$ cat src/rtl/rtr_lar_pipe_pkg.sv
// Shared constants, width helpers and derived-width formulas for the
// lookahead-routing pipeline and its next-hop address sub-block.
package rtr_lar_pipe_pkg;

   localparam int CONNECTIVITY_LINE = 0;
   localparam int CONNECTIVITY_RING = 1;
   localparam int CONNECTIVITY_FULL = 2;

   localparam int ROUTING_TYPE_PHASED_DOR = 0;

   function automatic int clogb(input int value);
      int result;
      result = 0;
      for (int v = value - 1; v > 0; v = v >> 1) result++;
      return result;
   endfunction

   function automatic int neighbors_per_dim(input int connectivity, input int k);
      return (connectivity == CONNECTIVITY_FULL) ? k - 1 : 2;
   endfunction

   function automatic int router_addr_width_of(input int k, input int dims);
      return dims * clogb(k);
   endfunction

   function automatic int dest_info_width_of(input int rcs, input int k, input int dims,
                                             input int nodes);
      return rcs * router_addr_width_of(k, dims) + clogb(nodes);
   endfunction

   function automatic int port_idx_width_of(input int connectivity, input int k, input int dims,
                                            input int nodes);
      return clogb(dims * neighbors_per_dim(connectivity, k) + nodes);
   endfunction

   function automatic int lar_info_width_of(input int rcs, input int connectivity, input int k,
                                            input int dims, input int nodes);
      return port_idx_width_of(connectivity, k, dims, nodes) + clogb(rcs);
   endfunction

endpackage

$ cat src/rtl/rtr_next_hop_addr.sv
// Applies the hop named by an output port index to the current router address.
// Dimension 0 occupies the most significant digit; eject ports leave the address unchanged.
module rtr_next_hop_addr
   import rtr_lar_pipe_pkg::*;
#(
   parameter int num_routers_per_dim = 4,
   parameter int num_dimensions = 2,
   parameter int connectivity = CONNECTIVITY_LINE,
   parameter int port_idx_width = 3,
   localparam int dim_addr_width = clogb(num_routers_per_dim),
   localparam int router_addr_width = num_dimensions * dim_addr_width
)(
   input  logic [router_addr_width-1:0] router_address,
   input  logic [port_idx_width-1:0]    port_idx,
   output logic [router_addr_width-1:0] next_router_address
);

   localparam int num_neighbors = neighbors_per_dim(connectivity, num_routers_per_dim);
   localparam logic [dim_addr_width:0] k_ext = (dim_addr_width + 1)'(num_routers_per_dim);

   logic [dim_addr_width:0] digit_sum;

   // Down moves add k-1 so every step stays a modular add with one conditional subtract.
   always_comb begin
      next_router_address = router_address;
      digit_sum = '0;
      for (int d = 0; d < num_dimensions; d++) begin
         for (int j = 0; j < num_neighbors; j++) begin
            if (int'(port_idx) == d * num_neighbors + j) begin
               digit_sum = {1'b0, router_address[(num_dimensions-1-d)*dim_addr_width +: dim_addr_width]}
                         + (dim_addr_width + 1)'((connectivity == CONNECTIVITY_FULL) ? j + 1 :
                                                 ((j == 1) ? 1 : num_routers_per_dim - 1));
               if (digit_sum >= k_ext) digit_sum = digit_sum - k_ext;
               next_router_address[(num_dimensions-1-d)*dim_addr_width +: dim_addr_width] =
                  digit_sum[dim_addr_width-1:0];
            end
         end
      end
   end

endmodule

$ cat src/rtl/rtr_lar_pipe.sv
// Two-stage lookahead route computation: stage 1 derives the next router address,
// stage 2 picks the phased dimension-order port and class the next router will use.
module rtr_lar_pipe
   import rtr_lar_pipe_pkg::*;
#(
   parameter int num_resource_classes = 2,
   parameter int num_routers_per_dim = 4,
   parameter int num_dimensions = 2,
   parameter int num_nodes_per_router = 1,
   parameter int connectivity = CONNECTIVITY_LINE,
   parameter int routing_type = ROUTING_TYPE_PHASED_DOR,
   localparam int router_addr_width = router_addr_width_of(num_routers_per_dim, num_dimensions),
   localparam int dest_info_width = dest_info_width_of(num_resource_classes, num_routers_per_dim,
                                                       num_dimensions, num_nodes_per_router),
   localparam int port_idx_width = port_idx_width_of(connectivity, num_routers_per_dim,
                                                     num_dimensions, num_nodes_per_router),
   localparam int lar_info_width = lar_info_width_of(num_resource_classes, connectivity,
                                                     num_routers_per_dim, num_dimensions,
                                                     num_nodes_per_router)
)(
   input  logic                         clk,
   input  logic                         reset,
   input  logic [router_addr_width-1:0] router_address,
   input  logic                         in_valid,
   output logic                         in_ready,
   input  logic [dest_info_width-1:0]   in_dest_info,
   input  logic [lar_info_width-1:0]    in_lar_info,
   output logic                         out_valid,
   input  logic                         out_ready,
   output logic [dest_info_width-1:0]   out_dest_info,
   output logic [router_addr_width-1:0] out_next_router_address,
   output logic [lar_info_width-1:0]    out_lar_info
);

   localparam int dim_addr_width = clogb(num_routers_per_dim);
   localparam int node_addr_width = clogb(num_nodes_per_router);
   localparam int rc_idx_width = clogb(num_resource_classes);
   localparam int num_neighbors = neighbors_per_dim(connectivity, num_routers_per_dim);
   localparam int eject_base = num_dimensions * num_neighbors;
   localparam logic [dim_addr_width:0] k_ext = (dim_addr_width + 1)'(num_routers_per_dim);

   logic                         s1_valid;
   logic                         s1_advance;
   logic                         s2_advance;
   logic [router_addr_width-1:0] hop_addr;
   logic [router_addr_width-1:0] s1_next_addr;
   logic [dest_info_width-1:0]   s1_dest_info;
   logic [lar_info_width-1:0]    s1_lar_info;
   logic [lar_info_width-1:0]    route_lar_info;

   assign s2_advance = !out_valid || out_ready;
   assign s1_advance = !s1_valid || s2_advance;
   assign in_ready   = !s1_valid || s1_advance;

   rtr_next_hop_addr #(
      .num_routers_per_dim(num_routers_per_dim),
      .num_dimensions(num_dimensions),
      .connectivity(connectivity),
      .port_idx_width(port_idx_width)
   ) u_next_hop (
      .router_address(router_address),
      .port_idx(in_lar_info[lar_info_width-1 -: port_idx_width]),
      .next_router_address(hop_addr)
   );

   always_ff @(posedge clk or negedge reset) begin
      if (!reset) begin
         s1_valid     <= 1'b0;
         s1_next_addr <= '0;
         s1_dest_info <= '0;
         s1_lar_info  <= '0;
      end else if (s1_advance) begin
         s1_valid <= in_valid;
         if (in_valid) begin
            s1_next_addr <= hop_addr;
            s1_dest_info <= in_dest_info;
            s1_lar_info  <= in_lar_info;
         end
      end
   end

   generate
      if (routing_type == ROUTING_TYPE_PHASED_DOR) begin : g_phased_dor
         logic [port_idx_width-1:0]    eject_port;
         logic [port_idx_width-1:0]    dor_port;
         logic [rc_idx_width-1:0]      cur_rc;
         logic [rc_idx_width-1:0]      sel_rc;
         logic [router_addr_width-1:0] class_dest;
         logic [router_addr_width-1:0] sel_dest;
         logic [dim_addr_width-1:0]    cur_digit;
         logic [dim_addr_width-1:0]    dst_digit;
         logic [dim_addr_width:0]      delta;
         logic [dim_addr_width:0]      twice_delta;
         logic                         class_found;
         logic                         dim_found;
         logic                         in_eject;

         assign cur_rc   = s1_lar_info[rc_idx_width-1:0];
         assign in_eject = int'(s1_lar_info[lar_info_width-1 -: port_idx_width]) >= eject_base;

         if (node_addr_width > 0) begin : g_node
            assign eject_port = port_idx_width'(eject_base)
                              + port_idx_width'(s1_dest_info[node_addr_width-1:0]);
         end else begin : g_no_node
            assign eject_port = port_idx_width'(eject_base);
         end

         // Class 0 sits in the top bits of dest_info; the node address is in the bottom bits.
         always_comb begin
            route_lar_info = s1_lar_info;
            class_found = 1'b0;
            sel_rc = '0;
            sel_dest = '0;
            class_dest = '0;
            for (int c = 0; c < num_resource_classes; c++) begin
               class_dest = s1_dest_info[dest_info_width-1-c*router_addr_width -: router_addr_width];
               if (!class_found && c >= int'(cur_rc) && class_dest != s1_next_addr) begin
                  class_found = 1'b1;
                  sel_rc = rc_idx_width'(c);
                  sel_dest = class_dest;
               end
            end
            dim_found = 1'b0;
            dor_port = '0;
            cur_digit = '0;
            dst_digit = '0;
            delta = '0;
            twice_delta = '0;
            for (int d = 0; d < num_dimensions; d++) begin
               cur_digit = s1_next_addr[(num_dimensions-1-d)*dim_addr_width +: dim_addr_width];
               dst_digit = sel_dest[(num_dimensions-1-d)*dim_addr_width +: dim_addr_width];
               if (!dim_found && cur_digit != dst_digit) begin
                  dim_found = 1'b1;
                  delta = {1'b0, dst_digit} + k_ext - {1'b0, cur_digit};
                  if (delta >= k_ext) delta = delta - k_ext;
                  twice_delta = delta << 1;
                  if (connectivity == CONNECTIVITY_FULL)
                     dor_port = port_idx_width'(d * (num_routers_per_dim - 1) + int'(delta) - 1);
                  else if (connectivity == CONNECTIVITY_RING)
                     dor_port = port_idx_width'(2 * d + ((twice_delta <= k_ext) ? 1 : 0));
                  else
                     dor_port = port_idx_width'(2 * d + ((dst_digit < cur_digit) ? 0 : 1));
               end
            end
            if (in_eject)
               route_lar_info = s1_lar_info;
            else if (!class_found)
               route_lar_info = {eject_port, rc_idx_width'(num_resource_classes - 1)};
            else
               route_lar_info = {dor_port, sel_rc};
         end
      end else begin : g_unsupported
         assign route_lar_info = '0;
      end
   endgenerate

   always_ff @(posedge clk or negedge reset) begin
      if (!reset) begin
         out_valid               <= 1'b0;
         out_dest_info           <= '0;
         out_next_router_address <= '0;
         out_lar_info            <= '0;
      end else if (s2_advance) begin
         out_valid <= s1_valid;
         if (s1_valid) begin
            out_dest_info           <= s1_dest_info;
            out_next_router_address <= s1_next_addr;
            out_lar_info            <= route_lar_info;
         end
      end
   end

endmodule
$ cat config.mk
export PLATFORM = sky130hd
export DESIGN_NAME = rtr_lar_pipe
export DESIGN_NICKNAME = d
export VERILOG_FILES = /design/src/rtl/rtr_lar_pipe_pkg.sv /design/src/rtl/rtr_next_hop_addr.sv /design/src/rtl/rtr_lar_pipe.sv
export SDC_FILE = /design/constraint.sdc
export NUM_CORES = 1
export LEC_CHECK = 0
export CORE_AREA = 2 2 61 63
export CTS_CLUSTER_DIAMETER = 40
export DETAILED_ROUTE_END_ITERATION = 10
export DIE_AREA = 0 0 63 65
export MAX_ROUTING_LAYER = met4
export PLACE_DENSITY_LB_ADDON = 0.3
export SLEW_MARGIN = 40
export SYNTH_ARGS = -nofsm -noshare
export SYNTH_HDL_FRONTEND = slang
export SYNTH_SLANG_ARGS = --single-unit
$ cat constraint.sdc
create_clock -name clk -period 6.04 [get_ports clk]
set_input_delay 1.51 -clock clk [delete_from_list [all_inputs] [get_ports clk]]
set_output_delay 1.51 -clock clk [all_outputs]
set_load 0.05 [all_outputs]
==> results.md <==
- DR iter-0 viols: 9
- Starting Density: a little under half
- Tot Pwr: 765 uW
- Area Overhead vs Synth: 28.6%
- Ant. Diodes: 0
- Cells after DPL: about 220
- Port Buf Inserts: 37
- PostCTS Resize Cnt: 0
- Total CTS buffers: 5
- CORE AREA: 3500 um2
- Die area: a little over 4000 um2
- HP Class: flop to flop
- Worst hold slack: about 500 ps
- Crit Path Max Fanout: 3
- Max Clock Freq: ~220 MHz
- Largest net degree at the start of global routing: 35
- CP arrival: 2970 ps
- Delay-heaviest family, CP: buffers and inverters
- Critical path class: input pin to output port
- Pwr Density: between 300 and 400 nW/um2
- Setup Fix Bufs, Post-CTS: 0
- Clk pin slew, worst setup/hold paths: approximately 90 ps
- CTS sink count: 34
- DRC viols: 0
- Most used cell, CP: clkdlybuf4s50_1
- Mapped Cells: about 130
- Fillers: 315
- Mapped Area: around 1600 um2
- Slew margin rel.: a little under half
- First-pass GRT wire length: ~5400 um
- CTS tree: built
- Unique masters post-synth: 24
- Tcrit/Tclk final: between 70 and 80%
- Dpl hpwl: ~2300 um
- Most frequent cell after synthesis: dfrtp_1
- Crit path time final: ~4500 ps
- Final hold violation count: 0
- Leakage: about 0.87 nW
- Outcome: completed
- Die Y: between 60 and 70 um
- Total routed wirelength: 3010 um
- Final Setup Violations: 0
- Via count: approximately 1100
- Critical path cell sequence: clkdlybuf4s50_1 > nand3b_1 > clkdlybuf4s50_1
- Synth area leaders: dfrtp_1 52%, mux2_2 16%, xnor2_1 6.4%
- Endpoint type of the worst setup path: output port
- # rows: 22
- Async S/R FF share, synth: 100%
- Max-cap violations: 0
- CTS H-tree lvls: 2
- Top cell type by total area after synthesis: dfrtp_1
- Seq/Total Area, Yosys: between 50% and 60%
- Top_reg_cell synth: dfrtp_1
- Number of global-route vias before repair: between 1000 and 1500
- Die W: ~63 um
- Setup TNS: 0 ps
- Share of layout cells above drive strength 1: between 20% and 30%
- Syn Area/Cell: 12.2 um2
- Synth Warn #: 0
- Area share of the leading cell type in the synthesized netlist: approximately half
- Largest stage delay, worst path: ~830 ps
- Synthesized net count: 158
- Clock Tree Buf Depth: 2
- Top post-synthesis cells by count: 34 x dfrtp_1, 23 x mux2_2, 19 x nand2_1, 12 x xnor2_1, 9 x o21ai_0
- Skew final: 5.34 ps
- Measured slew at the worst slew-check pin: 789 ps
- Drt first pass iters: 3
- EDFF count, synth: 0
- I/O pins: 38
- DR WL/cell: roughly 14 um
- Post-Layout Cell Count: about 220
- Hold Buf Count CTS: 0
- DP Worst Slack: around 1600 ps
- RD Place Congestion: approximately 0.79
- CTS root buffer: clkbuf_4
- GR Overflow Total: 0
- RSZ-0062 raised after global routing: false
- Crit-path slowest cell: clkdlybuf4s50_1
- Initial antenna violation count: 0
- CP Launch Type: input pin
- ANT nets after route: 0
- Final nets: roughly 200
- Post-synthesis register bit count: 34
- All-Layer GR Usage: a little under a fifth
- Crit path required time: between 4000 and 5000 ps
- Crit path buf inv count: 2
- Clk_lat worst skew: about 330 ps
- Worst VDD drop: 0.146 mV
- Worst Slack Setup Final: roughly 1600 ps
- Via/cell ratio: ~5
- Fin. max-slew vios: 0
==> sequential cells by signal (all words and copies together) (netlist names) <==
register and count:
out_valid 1, out_dest_info 8, s1_next_addr 4, s1_lar_info 4
out_lar_info 4, s1_dest_info 8, out_next_router_address 4, s1_valid 1
==> routing by layer <==
metal	routed length [um]	global-route usage [%]	up-vias
li1	-	-	546
met1	1220	18.9	541
met2	1590	31.8	29
met3	128	4.34	8
met4	72	9.17	0
met5	0	-	-
==> layout make-up <==
type	count	area [um2]	share of cell area (%)
sequential	34	851	40.3
clock buffer	6	51.3	2.43
tap	48	60.1	2.85
inverter	5	18.8	0.890
timing repair buffer	38	378	17.9
multi-input combinational	91	751	35.6
==> kinds of logic after synthesis <==
logic type                 Yosys count  share of synthesized area [%]
and+or+nand+nor                     30                           8.85
adders and majority gates            4                           3.05
buffers and inverters                9                           2.36
DFF                                 34                           51.9
xor gates and xnor gates            14                           7.48
AOI/OAI and AO/OA                   20                           10.6
muxes                               23                           15.8
==> report_power, final <==
part	internal [mW]	total, mW	switching (mW)
sequential	0.274	0.311	0.0365
clock	0.0524	0.120	0.0680
combinational	0.137	0.333	0.196
total	0.464	0.765	0.301
==> cell usage in the layout, fill, tap and decap left out, drive strengths merged, types with 3 or more instances in the layout <==
cell type      instances
nand2                 19
clkdlybuf4s50         37
xnor2                 12
ha                     4
dfrtp                 34
inv                    5
o21ai                  9
nand2b                 3
clkbuf                 6
a21oi                  3
mux2                  23
==> path summary, 6_finish.rpt <==
kind,cells past startpoint,slack [ps],end,start
worst max-delay path,3,1560,in_ready,out_ready
worst min-delay path,2,500,out_next_router_address[1]$_DFFE_PN0P_,out_next_router_address[1]$_DFFE_PN0P_
worst min register to register,2,500,out_next_router_address[1]$_DFFE_PN0P_,out_next_router_address[1]$_DFFE_PN0P_
min in group asynchronous,2,1580,out_dest_info[7]$_DFFE_PN0P_,reset
worst max register to register,9,3710,out_lar_info[1]$_DFFE_PN0P_,s1_next_addr[0]$_DFFE_PN0P_
max in group asynchronous,2,4170,out_lar_info[3]$_DFFE_PN0P_,reset
==> worst reg2reg max path: stages (launching register included) <==
cell and delay, ps:
dfrtp_1 460, xnor2_1 330, a41oi_4 260, and3b_2 280
a21oi_1 40, ha_1 280, nand2_1 70, a21o_1 180
o21a_1 190, o221ai_2 150
==> stage by stage <==
stage / util, % / area [um2]
2_1_floorplan: - / 1640
3_3_place_gp: 58.9 / 2060
3_5_place_dp: 58.9 / 2060
4_1_cts: 60.3 / 2110
5_1_grt: 60.3 / 2110
6_report: 60.3 / 2110
(Power assumes the default switching activity.)
